## src/rtl/envelope_gen.sv

```systemverilog
// ADSR envelope generator: one step per sample tick, amplitude plus a one-cycle valid pulse per tick.
// Optional build macro ENVGEN_EXP_RELEASE_EN selects exponential release (step = (env >> rate[3:0]) + 1).
module envelope_gen #(
    parameter int C_WIDTH      = 16,
    parameter int C_RATE_WIDTH = 16
) (
    input  logic                    ctl_clk,
    input  logic                    reset,
    input  logic                    tick,
    input  logic                    gate,
    input  logic [C_RATE_WIDTH-1:0] attack_rate,
    input  logic [C_RATE_WIDTH-1:0] decay_rate,
    input  logic [C_WIDTH-1:0]      sustain_level,
    input  logic [C_RATE_WIDTH-1:0] release_rate,
    output logic [C_WIDTH-1:0]      env_out,
    output logic                    env_valid,
    output logic [2:0]              state,
    output logic                    busy
);

    localparam int EW = C_WIDTH + 1;
    localparam logic [EW-1:0] FULL_EXT = {1'b0, {C_WIDTH{1'b1}}};

    typedef enum logic [2:0] {
        S_IDLE    = 3'd0,
        S_ATTACK  = 3'd1,
        S_DECAY   = 3'd2,
        S_SUSTAIN = 3'd3,
        S_RELEASE = 3'd4
    } state_t;

    state_t               state_q, state_d;
    logic [C_WIDTH-1:0]   env_q, env_d;
    logic                 valid_q, valid_d;
    logic                 gate_q, gate_d;

    logic                 rise, fall;
    logic [EW-1:0]        env_ext;
    logic [EW-1:0]        atk_sum;
    logic [C_WIDTH-1:0]   atk_env;
    logic                 atk_done;
    logic [EW-1:0]        dec_floor;
    logic [C_WIDTH-1:0]   dec_env;
    logic                 dec_done;
    logic [EW-1:0]        rel_step;
    logic [C_WIDTH-1:0]   rel_env;
    logic                 rel_done;

`ifdef ENVGEN_EXP_RELEASE_EN
    logic unused_rel_bits;
    assign unused_rel_bits = ^release_rate[C_RATE_WIDTH-1:4];
`endif

    // All step candidates are computed one bit wider so saturation tests never see a wrapped value.
    always_comb begin
        env_ext = EW'(env_q);

        atk_sum = env_ext + EW'(attack_rate);
        if (atk_sum >= FULL_EXT) begin
            atk_env  = '1;
            atk_done = 1'b1;
        end else begin
            atk_env  = atk_sum[C_WIDTH-1:0];
            atk_done = 1'b0;
        end

        dec_floor = EW'(sustain_level) + EW'(decay_rate);
        if (env_ext <= dec_floor) begin
            dec_env  = sustain_level;
            dec_done = 1'b1;
        end else begin
            dec_env  = env_q - C_WIDTH'(decay_rate);
            dec_done = 1'b0;
        end

`ifdef ENVGEN_EXP_RELEASE_EN
        rel_step = (env_ext >> release_rate[3:0]) + EW'(1);
`else
        rel_step = EW'(release_rate);
`endif
        if (env_ext <= rel_step) begin
            rel_env  = '0;
            rel_done = 1'b1;
        end else begin
            rel_env  = env_q - rel_step[C_WIDTH-1:0];
            rel_done = 1'b0;
        end
    end

    assign rise = gate & ~gate_q;
    assign fall = ~gate & gate_q;

    always_comb begin
        state_d = state_q;
        env_d   = env_q;
        gate_d  = gate_q;
        valid_d = 1'b0;

        if (tick) begin
            valid_d = 1'b1;
            gate_d  = gate;

            if (rise) begin
                // Retrigger continues from the present level to avoid a click.
                env_d   = atk_env;
                state_d = atk_done ? S_DECAY : S_ATTACK;
            end else if (fall && (state_q == S_ATTACK || state_q == S_DECAY ||
                                  state_q == S_SUSTAIN)) begin
                env_d   = rel_env;
                state_d = rel_done ? S_IDLE : S_RELEASE;
            end else begin
                case (state_q)
                    S_ATTACK: begin
                        env_d   = atk_env;
                        state_d = atk_done ? S_DECAY : S_ATTACK;
                    end
                    S_DECAY: begin
                        env_d   = dec_env;
                        state_d = dec_done ? S_SUSTAIN : S_DECAY;
                    end
                    S_SUSTAIN: begin
                        env_d   = sustain_level;
                        state_d = S_SUSTAIN;
                    end
                    S_RELEASE: begin
                        env_d   = rel_env;
                        state_d = rel_done ? S_IDLE : S_RELEASE;
                    end
                    default: begin
                        env_d   = '0;
                        state_d = S_IDLE;
                    end
                endcase
            end
        end
    end

    always_ff @(posedge ctl_clk or negedge reset) begin
        if (!reset) begin
            state_q <= S_IDLE;
            env_q   <= '0;
            valid_q <= 1'b0;
            gate_q  <= 1'b0;
        end else begin
            state_q <= state_d;
            env_q   <= env_d;
            valid_q <= valid_d;
            gate_q  <= gate_d;
        end
    end

    assign env_out   = env_q;
    assign env_valid = valid_q;
    assign state     = state_q;
    assign busy      = (state_q != S_IDLE);

endmodule

```

## config.mk

```make
export PLATFORM = sky130hd
export DESIGN_NAME = envelope_gen
export DESIGN_NICKNAME = d
export VERILOG_FILES = /design/src/rtl/envelope_gen.sv
export SDC_FILE = /design/constraint.sdc
export NUM_CORES = 1
export LEC_CHECK = 0
export CAP_MARGIN = 10
export CORE_ASPECT_RATIO = 1.75
export CORE_MARGIN = 3
export CORE_UTILIZATION = 56
export DETAILED_ROUTE_END_ITERATION = 8
export PLACE_DENSITY = 0.8
export SYNTH_ARGS = -nofsm -noshare
export SYNTH_HDL_FRONTEND = slang
export SYNTH_SLANG_ARGS = --single-unit
```

## constraint.sdc

```tcl
create_clock -name ctl_clk -period 3.4 [get_ports ctl_clk]
set_input_delay 0.68 -clock ctl_clk [delete_from_list [all_inputs] [get_ports ctl_clk]]
set_output_delay 0.68 -clock ctl_clk [all_outputs]
set_load 0.05 [all_outputs]
```

# Yosys cells after proc, flatten, opt, wreduce, memory -nomap -nowiden

Cells that the tools add are included.

Input port bits: 68
Register bits after elaboration: 21
Logic and storage cells: 39
Output and inout port bits: 21

Bitwise gates (word level): 4
Reduce and logical (&&, ||, !) cells: 4
Add/sub/neg operators: 4
Magnitude comparators: 3
Equal/unequal tests: 4
Mux-type cells: 16

Operators by type and width:

| cell                                                                    | count |
|---|---|
| 16-bit two-way mux                                                      | 5 |
| 16-bit one-hot mux with 4 select lines                                  | 1 |
| 16-bit by 16-bit adder with 17-bit output                               | 2 |
| 16-bit subtractor                                                       | 2 |
| 17-bit by 16-bit >= comparator with 1-bit output, second input constant | 1 |
| 16-bit by 17-bit less-or-equal comparator with 1-bit output             | 1 |
| 16-bit less-or-equal comparator                                         | 1 |
| 3-bit one-hot mux with 4 select lines                                   | 1 |
| 3-bit two-way mux                                                       | 3 |
| 3-bit by 2-bit == test with 1-bit output, second input constant         | 2 |
| 1-bit two-way mux                                                       | 5 |
| 3-bit by 1-bit == test with 1-bit output, second input constant         | 1 |
| 3-bit == test, second input constant                                    | 1 |
| 3-bit nonzero test                                                      | 1 |
| 1-bit bitwise AND                                                       | 2 |
| 1-bit logical OR                                                        | 2 |
| 2-bit two-way mux                                                       | 1 |
| 1-bit inverter                                                          | 2 |
| 1-bit logical AND                                                       | 1 |

# Depth between registers and ports, before layout

Depth in word-level cells: 7
Mapped depth: 21
Gate-level depth less buffers: 20

# Worst setup path after synthesis

OpenSTA, ideal clock, no wires.

Kind: input -> register
From: input decay_rate[1]
To: register env_q[2], in the netlist env_out[2]
Setup time: 143 ps
Data arrival time: 4084 ps
Cell stages on the path: 19
Required time: 3257 ps
Slack: -827 ps
Cells stage by stage: ha_1 > a21o_1 > a21oi_1 > o21bai_1 > a41o_1 > a21o_1 > a31o_2 > a221o_1 > ha_1 > nand4_1 > nor3_1 > o31ai_1 > o2111ai_1 > nand3_2 > buf_2 > nand2_1 > o21ai_0 > a222oi_1 > a211oi_2

Longest elaborated chain between the ends: 6
Elaborated cells between the ends (all ways): 7
Those cells by class: add/sub (2); order compare (1); mux (4)

RTL lines:

| what                                                        | line | RTL |
|---|---|---|
| start, declared                                             | 12   | `input logic [C_RATE_WIDTH-1:0] decay_rate,` |
| 16-bit by 16-bit adder with 17-bit output                   | 67   | `dec_floor = EW'(sustain_level) + EW'(decay_rate);` |
| 16-bit by 17-bit less-or-equal comparator with 1-bit output | 68   | `if (env_ext <= dec_floor) begin` |
| 16-bit two-way mux *                                        | 68   |  |
| 16-bit one-hot mux with 4 select lines *                    | 112  | `case (state_q)` |
| 16-bit two-way mux *                                        | 107  | `end else if (fall && (state_q == S_ATTACK \|\| state_q == S_DECAY \|\|` |
| 16-bit two-way mux *                                        | 103  | `if (rise) begin` |
| end signal, assigned                                        | 146  | `env_q <= env_d;` |
| end, declared                                               | 33   | `logic [C_WIDTH-1:0] env_q, env_d;` |

Every way passes the cells marked *; elsewhere a longest branch is shown, timed or not.
A chain may end at the register's enable or synchronous reset.

# Final worst setup path

From: input decay_rate[1]
To: register env_q[7], in the netlist env_out[7]

The elaborated chain is that of the path after synthesis.

==> metrics.yaml <==
finish:
  utilization_pct: 86.8
  antenna_cells: 0
  layout-drive-gt1-share_pct: 29.7
  area_growth_pct: 51.0
  fill_cells: 520
  nets: 1095
flow_run:
  cap_violations: 0
logic_synthesis:
  synth_flop_cell: "dfrtp_1"
  synth_edf_count: 0
  synth.avg_cell_area_um2: 7.59
  synth_cell_type_count: 90
  yosysWarnings: 0
  syn-cell-area_um2: 5230
  ys_seq_area_share_pct: 10.1
  ys_top_cells_by_area: "ha_1, dfrtp_1, a21oi_1, xnor2_1, inv_1"
  synth_cells: 689
  ys_seq_elements: 21
  syn_nets: 840
  synth_top_area_share_pct: 18.9
  yosysTopAreaCell: "ha_1"
  async_flop_share_pct: 100
drt:
  firstDrtPassIters: 8
  final_antenna_net_count: 0
  routed_wl_um: 26100
  wl_met2_um: 12500
  initialDrtViolationCount: 819
  post_drt_wl_per_cell_um: 24.5
  dr_total_vias: 7346
  avgViaCountPerCell: 6.91
  highest-signal-layer: "met4"
  wl_met1_um: 7700
  dr_wl_met3_um: 2560
  drc: 0
critical_path:
  rrSetupSlack_ns: -0.10
  cp_max_fo: 8
  worst-path-stages: 21
  critPathCaptureType: "register"
  worstPathRequired_ns: 3.53
  criticalPathCategory: "in2reg"
  start_kind: "primary input"
  critPathBufInv: 4
  worstPathArrival_ns: 4.55
  crit_family: "compound AO/OA/AOI/OAI gates"
  cpPeakStageDelay_ns: 0.42
  cp_cell_sequence: "buf_8 -> buf_4 -> fa_2 -> a211oi_4 -> o211a_1 -> nor2_1 -> a21o_1 -> a21oi_2 -> xor2_1 -> ha_1 -> a211oi_2 -> o21bai_1 -> a21oi_2 -> o2111ai_2 -> nand3_4 -> buf_6 -> buf_6 -> mux2i_1 -> nor2_1 -> a21oi_1 -> o211ai_1"
  cp_slowest_cell: "fa_2"
  r2r_cells: 13
cts:
  cts_buffers: 3
  clk_latency_ns: 0.26
  clockBufferDepth: 2
  cts_htree_levels: 1
  clk_pin_slew_ns: 0.07
  cts_root_buffer: "clkbuf_16"
  cts_sinks: 21
  cts_tree: "built"
power:
  power_mw: 7.55
  powerDensity_nw_per_um2: 957
  leakage_nw: 3.70
  peakVddDrop_v: 0.000710
hold_path:
  min_path_type: "reg2reg"
  whs_path_depth: 2
timing:
  fmaxAchievable_mhz: 226
  hold_violations: 0
  worst_slew_pin_slew_ns: 1.08
  final-max-slew-violation-count: 0
  relSlewSlack_pct: 27.7
  fin_crit_sh_pct: 130
  skew_ns: 0.00366
  finalWorstSetupSlack_ns: -1.02
  finalSetupViolCount: 18
  rsz0062_at_grt: "yes"
  min_period_ns: 4.42
die:
  die_area_um2: 10600
  fp.dieW_um: 79.0
  io_pins: 89
  die_h_um: 134
  core_region_area_um2: 9090
  rows: 46
  initial_core_util_pct: 57.5
run_status:
  violations: "negative setup slack"
  outcome: "finished with violations"
global_routing:
  overflow: 0
  grt_pass1_wl_um: 38800
  grt_usage_pct: 47.0
  grt_max_degree: 29
  grt_antenna_before_repair: 0
  grt_pass1_vias: 7484
placement:
  routabilityCongestion: 1.00
  io_buffers: 88
  hpwl_um: 18300
[layout by cell type, fill, tap and decap left out, types with 6 or more instances in the layout]
master             n
a21o_1            20
a21oi_1           45
a21oi_2            8
and3_1             9
buf_4            176
clkdlybuf4s50_1   71
dfrtp_1           21
dlygate4sd2_1      7
ha_1              70
ha_4               8
inv_1             62
nand2_1           52
nand3_1           18
nand4_1           12
nor2_1            52
nor2b_1            7
nor3_1            15
o211ai_1          11
o21a_1            17
o21ai_0           32
o21ai_1            6
o22ai_1            6
xnor2_1           29
xor2_1            14
[final timing paths]
| check | startpoint | to |
|---|---|---|
| worst max-delay path | decay_rate[1] | env_out[7] |
| max in group asynchronous | reset | env_out[1] |
| worst max register to register | env_out[0] | env_out[14] |
| worst min register to register | state[1] | state[1] |
| worst min-delay path | state[1] | state[1] |
| min in group asynchronous | reset | env_valid |
[synthesized netlist by cell type (5+ instances only)]
cell type  instances
inv_1             62
a31oi_1            5
o21ai_0           40
dfrtp_1           21
o21bai_1           6
o31ai_1            5
a211oi_1           5
o22ai_1            6
nand2_1           55
and3_1            11
buf_6              6
a21oi_1           51
nor3_1            19
a21o_1            20
o31a_1             5
nand3_1           19
o21a_1            17
o211ai_1          11
xnor2_1           29
and2_1             5
nand4_1           12
nor2_1            53
a211o_1            5
ha_1              79
mux2i_1            5
xor2_1            14
nor2b_1            7
[sequential cells by signal (all words and copies together) (netlist names)]
signal and cells:
env_out 16, gate_q 1, state 3, env_valid 1
[area by class of cell]
type | count | area (um2) | area share (%)
clock buffers | 3 | 75.1 | 0.951
repair buffers | 268 | 2210 | 28.0
inverters | 62 | 233 | 2.95
flip-flops and latches | 21 | 526 | 6.66
clock inverters | 1 | 7.51 | 0.0951
multi-input cells | 588 | 4690 | 59.4
well taps | 120 | 150 | 1.90
[logic make-up (layout without fill, tap and decap cells)]
logic type                 after synthesis  in the layout  synth area share (%)
AOI/OAI and AO/OA                      237            237                  32.4
and+or+nand+nor                        216            216                  21.0
adders and majority gates               84             84                  20.6
buffers and inverters                   80            334                  7.11
xor gates and xnor gates                43             43                  7.20
DFF                                     21             21                  10.1
muxes                                    8              8                  1.60
[routing by layer]
metal  track usage (%)  up-vias
li1                  -     3080
met1              44.6     3336
met2              82.7      646
met3              9.41      284
met4              42.4        0
met5                 0        -
[metrics by stage]
stage	instance area, um2	cells	worst slack, ns	hold WS [ns]	TNS (ns)
2_1_floorplan	5310	689	-0.539	0.384	-7.24
3_3_place_gp	7420	1042	-1.32	0.632	-21.14
3_5_place_dp	7420	1042	-1.45	0.642	-23.54
4_1_cts	7740	1057	-0.753	0.655	-11.31
5_1_grt	7890	1063	-1.09	0.726	-16.68
6_report	7890	1063	-1.02	0.656	-14.99
[repair_timing]
| item | in CTS | in global routing |
|---|---|---|
| buffers inserted | 11 | 6 |
| pin swaps | 40 | 33 |
| resized for setup | 72 | 35 |
| setup endpoints to repair | 18 | 19 |
| hold buffers | 0 | 0 |
[power breakdown]
| part | switching (mW) | leakage, nW | internal, mW |
|---|---|---|---|
| Combinational | 3.81 | 3.41 | 2.89 |
| Sequential | 0.226 | 0.254 | 0.356 |
| Clock | 0.107 | 0.0371 | 0.160 |
[worst register-to-register path: stages (launching register included)]
cell and delay, ns:
dfrtp_1 0.45, inv_1 0.22, ha_1 0.24, inv_1 0.09
fa_1 0.41, a21o_1 0.22, a311oi_1 0.39, o211ai_1 0.18
a31o_2 0.26, a21oi_1 0.20, xnor2_1 0.14, a221oi_1 0.34
o21bai_1 0.16, o21ai_1 0.08
No activity file was read; power rests on OpenSTA's default activity.
